$ cat config.mk
export PLATFORM = sky130hd
export DESIGN_NAME = tx_mii_framer
export DESIGN_NICKNAME = d
export VERILOG_FILES = /design/src/rtl/tx_mac_pkg.sv /design/src/rtl/tx_stat_cnt.sv /design/src/rtl/tx_mii_framer.sv
export SDC_FILE = /design/constraint.sdc
export NUM_CORES = 1
export LEC_CHECK = 0
export CAP_MARGIN = 20
export CORE_ASPECT_RATIO = 1.5
export CORE_MARGIN = 10
export CORE_UTILIZATION = 49
export DETAILED_ROUTE_END_ITERATION = 10
export GPL_ROUTABILITY_DRIVEN = 0
export PLACE_DENSITY = 0.77
export SLEW_MARGIN = 25
export SYNTH_ARGS = -nofsm -noshare
export SYNTH_HDL_FRONTEND = slang
export SYNTH_SLANG_ARGS = --single-unit
$ cat constraint.sdc
create_clock -name x_clk -period 4.7 [get_ports x_clk]
set_input_delay 0.94 -clock x_clk [delete_from_list [all_inputs] [get_ports x_clk]]
set_output_delay 0.94 -clock x_clk [all_outputs]
set_load 0.02 [all_outputs]
$ cat src/rtl/tx_mac_pkg.sv
// Shared definitions for the transmit MAC framer.
// Contents:
//   tx_state_e   - framer FSM states
//   PREAMBLE_SFD - preamble + SFD, byte 0 at [7:0]
//   QUANTUM_BYTES, MIN_IFG - pause quantum size and floor for the IFG setting
//   tail_mask()  - lane mask for the final beat of a frame
package tx_mac_pkg;

  typedef enum logic [2:0] {
    IDLE = 3'd0,
    PRE  = 3'd1,
    DATA = 3'd2,
    IFG  = 3'd3,
    DROP = 3'd4
  } tx_state_e;

  localparam logic [63:0] PREAMBLE_SFD  = 64'hD555_5555_5555_5555;
  localparam int          QUANTUM_BYTES = 64;
  localparam int          MIN_IFG       = 12;

  // r = leftover bytes in the last beat; r == 0 means the beat is full.
  function automatic logic [7:0] tail_mask(input logic [2:0] r);
    return (r == 3'd0) ? 8'hFF : 8'((9'd1 << r) - 9'd1);
  endfunction

endpackage

$ cat src/rtl/tx_stat_cnt.sv
// Transmit statistics: 32-bit frame and byte counters, both wrapping.
// Ports:
//   x_clk, usr_rst_ - clock, async active-low reset
//   i_clr           - synchronous clear of both counters
//   i_inc, i_len    - end of a transmitted frame and its byte count
//   o_pkt, o_byte   - counter values
// A clear coincident with an increment keeps that frame's contribution.
module tx_stat_cnt (
  input  logic        x_clk,
  input  logic        usr_rst_,
  input  logic        i_clr,
  input  logic        i_inc,
  input  logic [15:0] i_len,
  output logic [31:0] o_pkt,
  output logic [31:0] o_byte
);

  always_ff @(posedge x_clk or negedge usr_rst_) begin
    if (!usr_rst_) begin
      o_pkt  <= '0;
      o_byte <= '0;
    end else if (i_inc) begin
      o_pkt  <= i_clr ? 32'd1          : o_pkt + 32'd1;
      o_byte <= i_clr ? 32'(i_len)     : o_byte + 32'(i_len);
    end else if (i_clr) begin
      o_pkt  <= '0;
      o_byte <= '0;
    end
  end

endmodule

$ cat src/rtl/tx_mii_framer.sv
// Transmit framer: pops header+payload words from an FWFT FIFO, emits
// preamble/SFD and the payload on an OUT_W-bit MII-style bus, enforces the
// inter-frame gap, honours PAUSE quanta and keeps tx statistics.
// Ports:
//   x_clk, usr_rst_          - clock, async active-low reset
//   tx_ifg_bytes             - IFG in bytes (floored at 12)
//   txfifo_dout/_empty/_rd_en- FWFT FIFO interface
//   rx_pause/rx_pvalue/rx_pack - pause request, quanta, acknowledge
//   txd/tx_en/tx_lane_vld    - PHY-side data, frame enable, byte lanes
//   tx_err                   - pulse on header of a dropped (bad length) frame
//   tx_paused                - pause timer running
//   FMAC_TX_PKT_CNT/BYTE_CNT, fmac_tx_clr_en - statistics and clear
module tx_mii_framer
  import tx_mac_pkg::*;
#(
  parameter int OUT_W   = 8,
  parameter int MAX_LEN = 9600,
  parameter int MIN_LEN = 8
) (
  input  logic               x_clk,
  input  logic               usr_rst_,
  input  logic [5:0]         tx_ifg_bytes,
  input  logic [63:0]        txfifo_dout,
  input  logic               txfifo_empty,
  output logic               txfifo_rd_en,
  input  logic               rx_pause,
  input  logic [15:0]        rx_pvalue,
  output logic               rx_pack,
  output logic [OUT_W-1:0]   txd,
  output logic               tx_en,
  output logic [OUT_W/8-1:0] tx_lane_vld,
  output logic               tx_err,
  output logic               tx_paused,
  output logic [31:0]        FMAC_TX_PKT_CNT,
  output logic [31:0]        FMAC_TX_BYTE_CNT,
  input  logic               fmac_tx_clr_en
);

  localparam int          BPB   = OUT_W / 8;
  localparam int          BSH   = $clog2(BPB);
  localparam int          QSH   = $clog2(QUANTUM_BYTES / BPB);
  localparam logic [15:0] BPB16 = 16'(BPB);

  tx_state_e   r_state;
  logic [15:0] r_len;
  logic [15:0] r_bcnt;   // byte offset: within preamble in PRE, within frame in DATA
  logic [15:0] r_cnt;    // IFG cycles or DROP words remaining
  logic [22:0] r_pause;
  logic        r_pack;

  logic             w_hdr_pop, w_hdr_ok, w_stall, w_last, w_wend, w_beat;
  logic [15:0]      w_rem, w_ifg_cyc;
  logic [5:0]       w_ifg;
  logic [7:0]       w_tail;
  logic [63:0]      w_src;
  logic [BPB-1:0]   w_lane;
  logic [OUT_W-1:0] w_bmask;

  assign w_hdr_pop = (r_state == IDLE) && !txfifo_empty && (r_pause == '0);
  assign w_hdr_ok  = (txfifo_dout[15:0] >= 16'(MIN_LEN)) &&
                     (txfifo_dout[15:0] <= 16'(MAX_LEN));
  // Underrun: hold the bus in-frame with no lanes valid until the FIFO refills.
  assign w_stall   = (r_state == DATA) && txfifo_empty;
  assign w_beat    = (r_state == DATA) && !w_stall;
  assign w_rem     = r_len - r_bcnt;
  assign w_last    = (w_rem <= BPB16);
  // This beat consumes byte 7 of the current 64-bit word.
  assign w_wend    = (4'(r_bcnt[2:0]) + 4'(BPB)) == 4'd8;
  assign w_tail    = tail_mask(r_len[2:0] & 3'(BPB - 1));

  assign w_ifg     = (tx_ifg_bytes < 6'(MIN_IFG)) ? 6'(MIN_IFG) : tx_ifg_bytes;
  assign w_ifg_cyc = (16'(w_ifg) + BPB16 - 16'd1) >> BSH;

  always_comb begin
    w_lane = '0;
    if (r_state == PRE)
      w_lane = '1;
    else if (w_beat)
      w_lane = w_last ? w_tail[BPB-1:0] : '1;
  end

  for (genvar gi = 0; gi < BPB; gi++) begin : g_bmask
    assign w_bmask[8*gi +: 8] = {8{w_lane[gi]}};
  end

  assign w_src = ((r_state == PRE) ? PREAMBLE_SFD : txfifo_dout) >> {r_bcnt[2:0], 3'b000};

  assign txd          = w_src[OUT_W-1:0] & w_bmask;
  assign tx_lane_vld  = w_lane;
  assign tx_en        = (r_state == PRE) || (r_state == DATA);
  // Gated by reset so nothing is popped or flagged while held in reset.
  assign txfifo_rd_en = usr_rst_ && (w_hdr_pop ||
                        (w_beat && (w_wend || w_last)) ||
                        ((r_state == DROP) && (r_cnt != '0) && !txfifo_empty));
  assign tx_err       = usr_rst_ && w_hdr_pop && !w_hdr_ok;
  assign tx_paused    = (r_pause != '0);
  assign rx_pack      = r_pack;

  always_ff @(posedge x_clk or negedge usr_rst_) begin
    if (!usr_rst_) begin
      r_state <= IDLE;
      r_len   <= '0;
      r_bcnt  <= '0;
      r_cnt   <= '0;
    end else begin
      case (r_state)
        IDLE: if (w_hdr_pop) begin
          r_len   <= txfifo_dout[15:0];
          r_bcnt  <= '0;
          r_cnt   <= 16'((17'(txfifo_dout[15:0]) + 17'd7) >> 3);
          r_state <= w_hdr_ok ? PRE : DROP;
        end
        PRE: begin
          if (w_wend) begin
            r_bcnt  <= '0;
            r_state <= DATA;
          end else begin
            r_bcnt  <= r_bcnt + BPB16;
          end
        end
        DATA: if (w_beat) begin
          if (w_last) begin
            r_cnt   <= w_ifg_cyc - 16'd1;
            r_state <= IFG;
          end else begin
            r_bcnt  <= r_bcnt + BPB16;
          end
        end
        IFG: begin
          if (r_cnt == '0) r_state <= IDLE;
          else             r_cnt   <= r_cnt - 16'd1;
        end
        DROP: begin
          if (r_cnt == '0) begin
            r_state <= IDLE;
          end else if (!txfifo_empty) begin
            r_cnt <= r_cnt - 16'd1;
            if (r_cnt == 16'd1) r_state <= IDLE;
          end
        end
        default: r_state <= IDLE;
      endcase
    end
  end

  // Pause timer: a new request reloads (pvalue 0 clears), otherwise count down.
  always_ff @(posedge x_clk or negedge usr_rst_) begin
    if (!usr_rst_) begin
      r_pause <= '0;
      r_pack  <= 1'b0;
    end else begin
      r_pack <= rx_pause;
      if (rx_pause)
        r_pause <= 23'(rx_pvalue) << QSH;
      else if (r_pause != '0)
        r_pause <= r_pause - 23'd1;
    end
  end

  tx_stat_cnt u_stat (
    .x_clk    (x_clk),
    .usr_rst_ (usr_rst_),
    .i_clr    (fmac_tx_clr_en),
    .i_inc    (w_beat && w_last),
    .i_len    (r_len),
    .o_pkt    (FMAC_TX_PKT_CNT),
    .o_byte   (FMAC_TX_BYTE_CNT)
  );

endmodule
==> results_dict.tcl, run 1 <==
set metrics [dict create \
    htreeDepth 4 \
    rsz0062_at_grt "false" \
    grt_pass1_vias 9697 \
    endpoint_kind "output pin" \
    arrival_ns 3.56 \
    yosysTopAreaCellShare_pct 34.7 \
    hold_class "in2async" \
    nets 1445 \
    start_kind "register" \
    antenna_found_initial 0 \
    critPathMaxFanout 5 \
    slowest_stage "or4b_1" \
    n_antenna_cell 0 \
    cp_cell_sequence "inv_1 > ha_1 > a21o_1 > or4_1 > o221a_1 > or4b_1 > a211oi_4 > nand4_2 > nor2_2 > o31a_1 > clkbuf_2" \
    grt_max_degree 69 \
    gr-total-overflow 0 \
    post-place-ws_ns 0.229 \
    drc 0 \
    insertion_delay_ns 0.43 \
    grt_first_pass_wirelength_mm 48.3 \
    synth_ff_type "dfrtp_1" \
    postCtsHoldBufs 0 \
    ys_top_cells_by_area "dfrtp_1, nand2_1, ha_1" \
    port-buffer-count 168 \
    period_share_pct 95.7 \
    syn_inst 1171 \
    peakVddDrop_v 0.000243 \
    hold_viol 0 \
    syn_nets 1301 \
    cts.sinks 139 \
    drt-total-wl_mm 29.6 \
    synthArstFlopShare_pct 100 \
    drtIter0Drc 517 \
    p_per_area_mw_per_mm2 371 \
    dieWidth_um 137 \
    final.min_clock_period_ns 4.50 \
    core_sq_mm 0.0203 \
    critPathMaxStageDelay_ns 0.54 \
    path_class "reg2out" \
    track_usage_pct 22.2 \
    ys_seq_area_share_pct 34.7 \
    status "completed" \
    layout_setup_ws_ns 0.201 \
    die_h_um 195 \
    drtPass1Iterations 6 \
    crit_family "simple AND/OR/NAND/NOR gates" \
    io_pins 169 \
    syn_area_per_cell_sq_um 8.56 \
    synth-seq-cells 139 \
    layout_commonest_cell "clkdlybuf4s50_1" \
    required_ns 3.76 \
    drv_slew 0 \
    cts_tree "done" \
    clkTransAtPathRegs_ns 0.06 \
    synthDistinctLibCells 73 \
    avgRoutedWirePerCell_um 18.6 \
    synth-edff-count 0 \
    via_count 9712 \
    holdWs_ns 0.383 \
    fmax_mhz 222 \
    layout_common_cells "clkdlybuf4s50_1, nand2_1, dfrtp_1, a21oi_1, nor2_1" \
    cts_buffer_depth 2 \
    dieArea_sq_mm 0.0267 \
    ant_nets 0 \
    fin_skew_ns 0.0116 \
    initial_core_util_pct 49.5 \
    cts_buffers 17 \
    power.leakage_nw 5.20 \
    worst-path-buf-inv 2 \
    num_rows 64 \
    max-slew-margin-rel_pct 35.8 \
    vias_per_cell 6.10 \
    post-cts-setup-buffers 0 \
    areaGrowthSynthToFinish_pct 25.8 \
    synth_warnings 0 \
    finalSetupViolations 0 \
    drive_gt1_share_pct 8.97 \
    syn_area_sq_mm 0.0100 \
    synth_largest_area_cell "dfrtp_1" \
    tightest_slew_ns 0.960 \
    clockRootBuffer "clkbuf_16" \
    dp.final_hpwl_mm 22.4 \
    setup_tns_ns 0 \
    drv_cap 0 \
]
-- flip-flops by register name, indices dropped and copies added, names as in the netlist --
signal / cells
r_bcnt: 16
u_stat.o_byte: 32
r_pause: 23
u_stat.o_pkt: 32
r_state: 3
rx_pack: 1
r_len: 16
r_cnt: 16
-- through the flow --
stage | instances | utilization [%] | total power (W) | instance area (sq um)
final | 1591 | 62.3 | 0.00468 | 12600
after global placement | 1560 | 58.9 | 0.00310 | 11900
after CTS | 1591 | 62.2 | 0.00468 | 12600
after detailed placement | 1560 | 58.9 | 0.00314 | 11900
after global routing | 1591 | 62.3 | 0.00493 | 12600
after floorplan | 1171 | - | 0.00256 | 10000
-- path summary, 6_finish.rpt --
kind / cells after the start / startpoint / slack [ns] / endpoint
max: 11 / r_bcnt[4] / 0.20 / txfifo_rd_en
min: 1 / usr_rst_ / 0.38 / r_pause[4]
max reg2reg: 13 / r_bcnt[4] / 0.43 / u_stat.o_pkt[23]
min reg2reg: 2 / r_cnt[15] / 0.52 / r_cnt[15]
max in group asynchronous: 3 / usr_rst_ / 2.53 / u_stat.o_pkt[19]
min in group x_clk: 2 / r_cnt[15] / 0.52 / r_cnt[15]
-- cells by family (layout without fill, tap and decap cells) --
family,count (synthesis),in the layout,share of synthesized area [%]
buffers and inverters,111,267,4.64
multiplexers,59,59,8.05
flip-flops,139,139,34.7
XOR/XNOR,56,56,4.89
adder cells (fa/ha/maj),39,39,5.02
AND/OR/NAND/NOR,476,476,23.9
AO/OA/AOI/OAI,291,291,18.8
-- timing repair --
item	in CTS	in global routing
pin swaps	0	0
endpoints found under the setup margin	1	1
resized for setup	1	4
-- cell usage after synthesis (all sizes together) (21+ instances only) --
cell type    n
nand2      153
dfrtp      139
a21oi       79
nor2        76
o21ai       71
clkbuf      49
nand3       45
inv         43
ha          37
xnor2       33
nor3        32
nor4        28
nor2b       25
mux2        23
xor2        23
mux2i       21
-- layout make-up --
class | instances | area (sq um)
Timing Repair Buffer | 193 | 1860
Clock buffer | 22 | 494
Multi-Input combinational cell | 921 | 6110
Sequential cell | 139 | 3480
Tap cell | 264 | 330
Fill cell | 1786 | 7640
Inverter | 43 | 161
Clock inverter | 9 | 183
-- power by group --
| group | switching, W | internal, W |
|---|---|---|
| sequential | 0.000165 | 0.00131 |
| combinational | 0.000972 | 0.000702 |
| clock | 0.000519 | 0.00101 |
-- layer usage --
layer	vias up	track usage, %	part of all wire, %	wire [um]
met4	0	9.51	3.3	978
met2	395	38.9	52	15300
met1	4643	24.6	38	11300
met5	-	0	0	0
li1	4617	-	-	-
met3	57	5.40	6.7	1990
(Power assumes the default switching activity.)
==> run 2, diff against run 1 <==
CTS_CLUSTER_SIZE = 40   (was not set)
GPL_ROUTABILITY_DRIVEN = not set   (was 0)
==> run 2 against run 1 <==
  * Register-to-register slack improved by 0.02 ns
  * Cell area decreased by 0.87%
  * Sequential share of layout area increased by 0.24 points
  * Fmax increased by 0.71%
  * Wire length increased by 2.5%
  * Clock skew increased by 0.0015 ns
  * Critical endpoint unchanged
  * Largest power group unchanged
==> results_dict.tcl, run 2 (same netlist as run 1, synthesis figures left out) <==
set metrics [dict create \
    peakVddDrop_v 0.000227 \
    drtPass1Iterations 5 \
    drv_cap 0 \
    layout_commonest_cell "clkdlybuf4s50_1" \
    port-buffer-count 168 \
    wl_met2_mm 15.6 \
    finalSetupViolations 0 \
    post-place-ws_ns 0.251 \
    maxUsedRoutingLayer "met4" \
    hold_class "in2async" \
    drt-total-wl_mm 30.3 \
    areaGrowthSynthToFinish_pct 24.7 \
    fmax_mhz 224 \
    layout_common_cells "clkdlybuf4s50_1, nand2_1, dfrtp_1, a21oi_1, nor2_1" \
    cts.sinks 139 \
    post-cts-setup-buffers 0 \
    drive_gt1_share_pct 9.09 \
    fin_skew_ns 0.0131 \
    p_int_w 0.00276 \
    clkTransAtPathRegs_ns 0.06 \
    max-slew-margin-rel_pct 34.4 \
    die_h_um 195 \
    reg.largest.list "u_stat.o_byte x32, u_stat.o_pkt x32, r_pause x23" \
    avgRoutedWirePerCell_um 19.0 \
    vias_per_cell 6.09 \
    track_usage_pct 22.7 \
    seq_power_share_pct 33.2 \
    finish.utilization_pct 61.7 \
    path_class "reg2out" \
    tightest_slew_ns 0.980 \
    power.leakage_nw 5.16 \
    critPathMaxFanout 4 \
    drc 0 \
    n_antenna_cell 0 \
    ant_nets 0 \
    p_sw_share_pct 37.7 \
    combPwrFrac_pct 38.2 \
    start_kind "register" \
    dieArea_sq_mm 0.0267 \
    io_pins 169 \
    arrival_ns 3.53 \
    cts_buffers 17 \
    p_clk_share_pct 28.6 \
    rsz0062_at_grt "false" \
    p_per_area_mw_per_mm2 354 \
    insertion_delay_ns 0.43 \
    final.min_clock_period_ns 4.47 \
    initial_core_util_pct 49.5 \
    htreeDepth 4 \
    grt_pass1_vias 9607 \
    place.gp.congestion 0.952 \
    via_count 9715 \
    nets 1448 \
    num_rows 64 \
    setup_tns_ns 0 \
    hold_viol 0 \
    dieWidth_um 137 \
    layout_setup_ws_ns 0.233 \
    endpoint_kind "output pin" \
    dp.final_hpwl_mm 22.7 \
    cts_tree "done" \
    required_ns 3.76 \
    clockRootBuffer "clkbuf_16" \
    met1Wirelength_mm 11.6 \
    place_inst 1563 \
    instances_no_fill 1595 \
    period_share_pct 95.0 \
    gr-total-overflow 0 \
    core_sq_mm 0.0203 \
    grt_max_degree 75 \
    status "completed" \
    drv_slew 0 \
    drtIter0Drc 641 \
    grt_first_pass_wirelength_mm 49.1 \
    cts_buffer_depth 2 \
    dr_wl_met3_mm 1.90 \
    p_sw_w 0.00167 \
    antenna_found_initial 0 \
]
## run 2: changes by cell type in the layout (fill, tap and decap cells not counted)
cell,change
a211oi_1,+1
a211oi_2,-1
buf_4,+2
buf_6,+1
bufinv_16,-4
clkbuf_1,+1
clkbuf_8,-4
clkinv_2,+8
clkinv_4,+1
inv_6,-1
## run 2: stage by stage
step,total power [W],hold slack [ns],instance area (sq um)
6_report,0.00442,0.525,12500
5_1_grt,0.00469,0.561,12500
4_1_cts,0.00444,0.523,12500
3_5_place_dp,0.00316,0.508,12000
3_3_place_gp,0.00314,0.500,12000
2_1_floorplan,0.00256,0.473,10000
## run 2: worst paths after layout
kind	slack, ns	end	start	cells after the start
min in group x_clk	0.53	r_cnt[7]	r_cnt[7]	1
hold reg to reg	0.53	r_cnt[7]	r_cnt[7]	1
setup / recovery	0.23	txfifo_rd_en	r_bcnt[5]	11
setup reg to reg	0.45	u_stat.o_pkt[23]	r_bcnt[5]	13
max in group asynchronous	3.03	r_cnt[13]	usr_rst_	2
hold / removal	0.53	u_stat.o_byte[27]	usr_rst_	1
## run 2: power by group through the flow
stage	clock network, W	registers [W]	logic, W
finish	0.00126	0.00147	0.00169
global route	0.00134	0.00149	0.00186
CTS	0.00129	0.00146	0.00168
detailed placement	0	0.00148	0.00167
global placement	0	0.00148	0.00166
floorplan	0	0.00142	0.00114
## run 2: final cells by class
| class | instances | area [sq um] |
|---|---|---|
| clock buffer | 19 | 443 |
| clock inverter | 13 | 103 |
| fill | 1794 | 7750 |
| inverter | 43 | 161 |
| multi-input combinational | 921 | 6110 |
| sequential | 139 | 3480 |
| tap | 264 | 330 |
| timing repair buffer | 196 | 1880 |
## run 2: timing repair
| action | CTS | global route |
|---|---|---|
| resized for setup | 2 | 2 |
| endpoints found under the hold margin | 0 | 0 |
| setup endpoints to repair | 1 | 1 |
| hold buffers | 0 | 0 |
## run 2: worst max-delay path, stage by stage (launching register included)
cell and delay, ns:
dfrtp_1 0.38, inv_1 0.08, ha_1 0.24, a21o_1 0.22, or4_1 0.44, o221a_1 0.27, or4b_1 0.54, a211oi_4 0.35
nand4_2 0.15, nor2_2 0.12, o31a_1 0.12, clkbuf_2 0.18
## run 2: layer usage
layer / GRT usage, % / vias up
met1: 25.1 / 4670
met3: 5.24 / 65
met2: 39.8 / 351
li1: - / 4629
met5: 0 / -
met4: 10.6 / 0
==> run 3, diff against run 2 <==
SKIP_LAST_GASP = 1   (was not set)
==> results of run 3 <==
The final DEF is identical to that of run 2; final timing and power are the same.
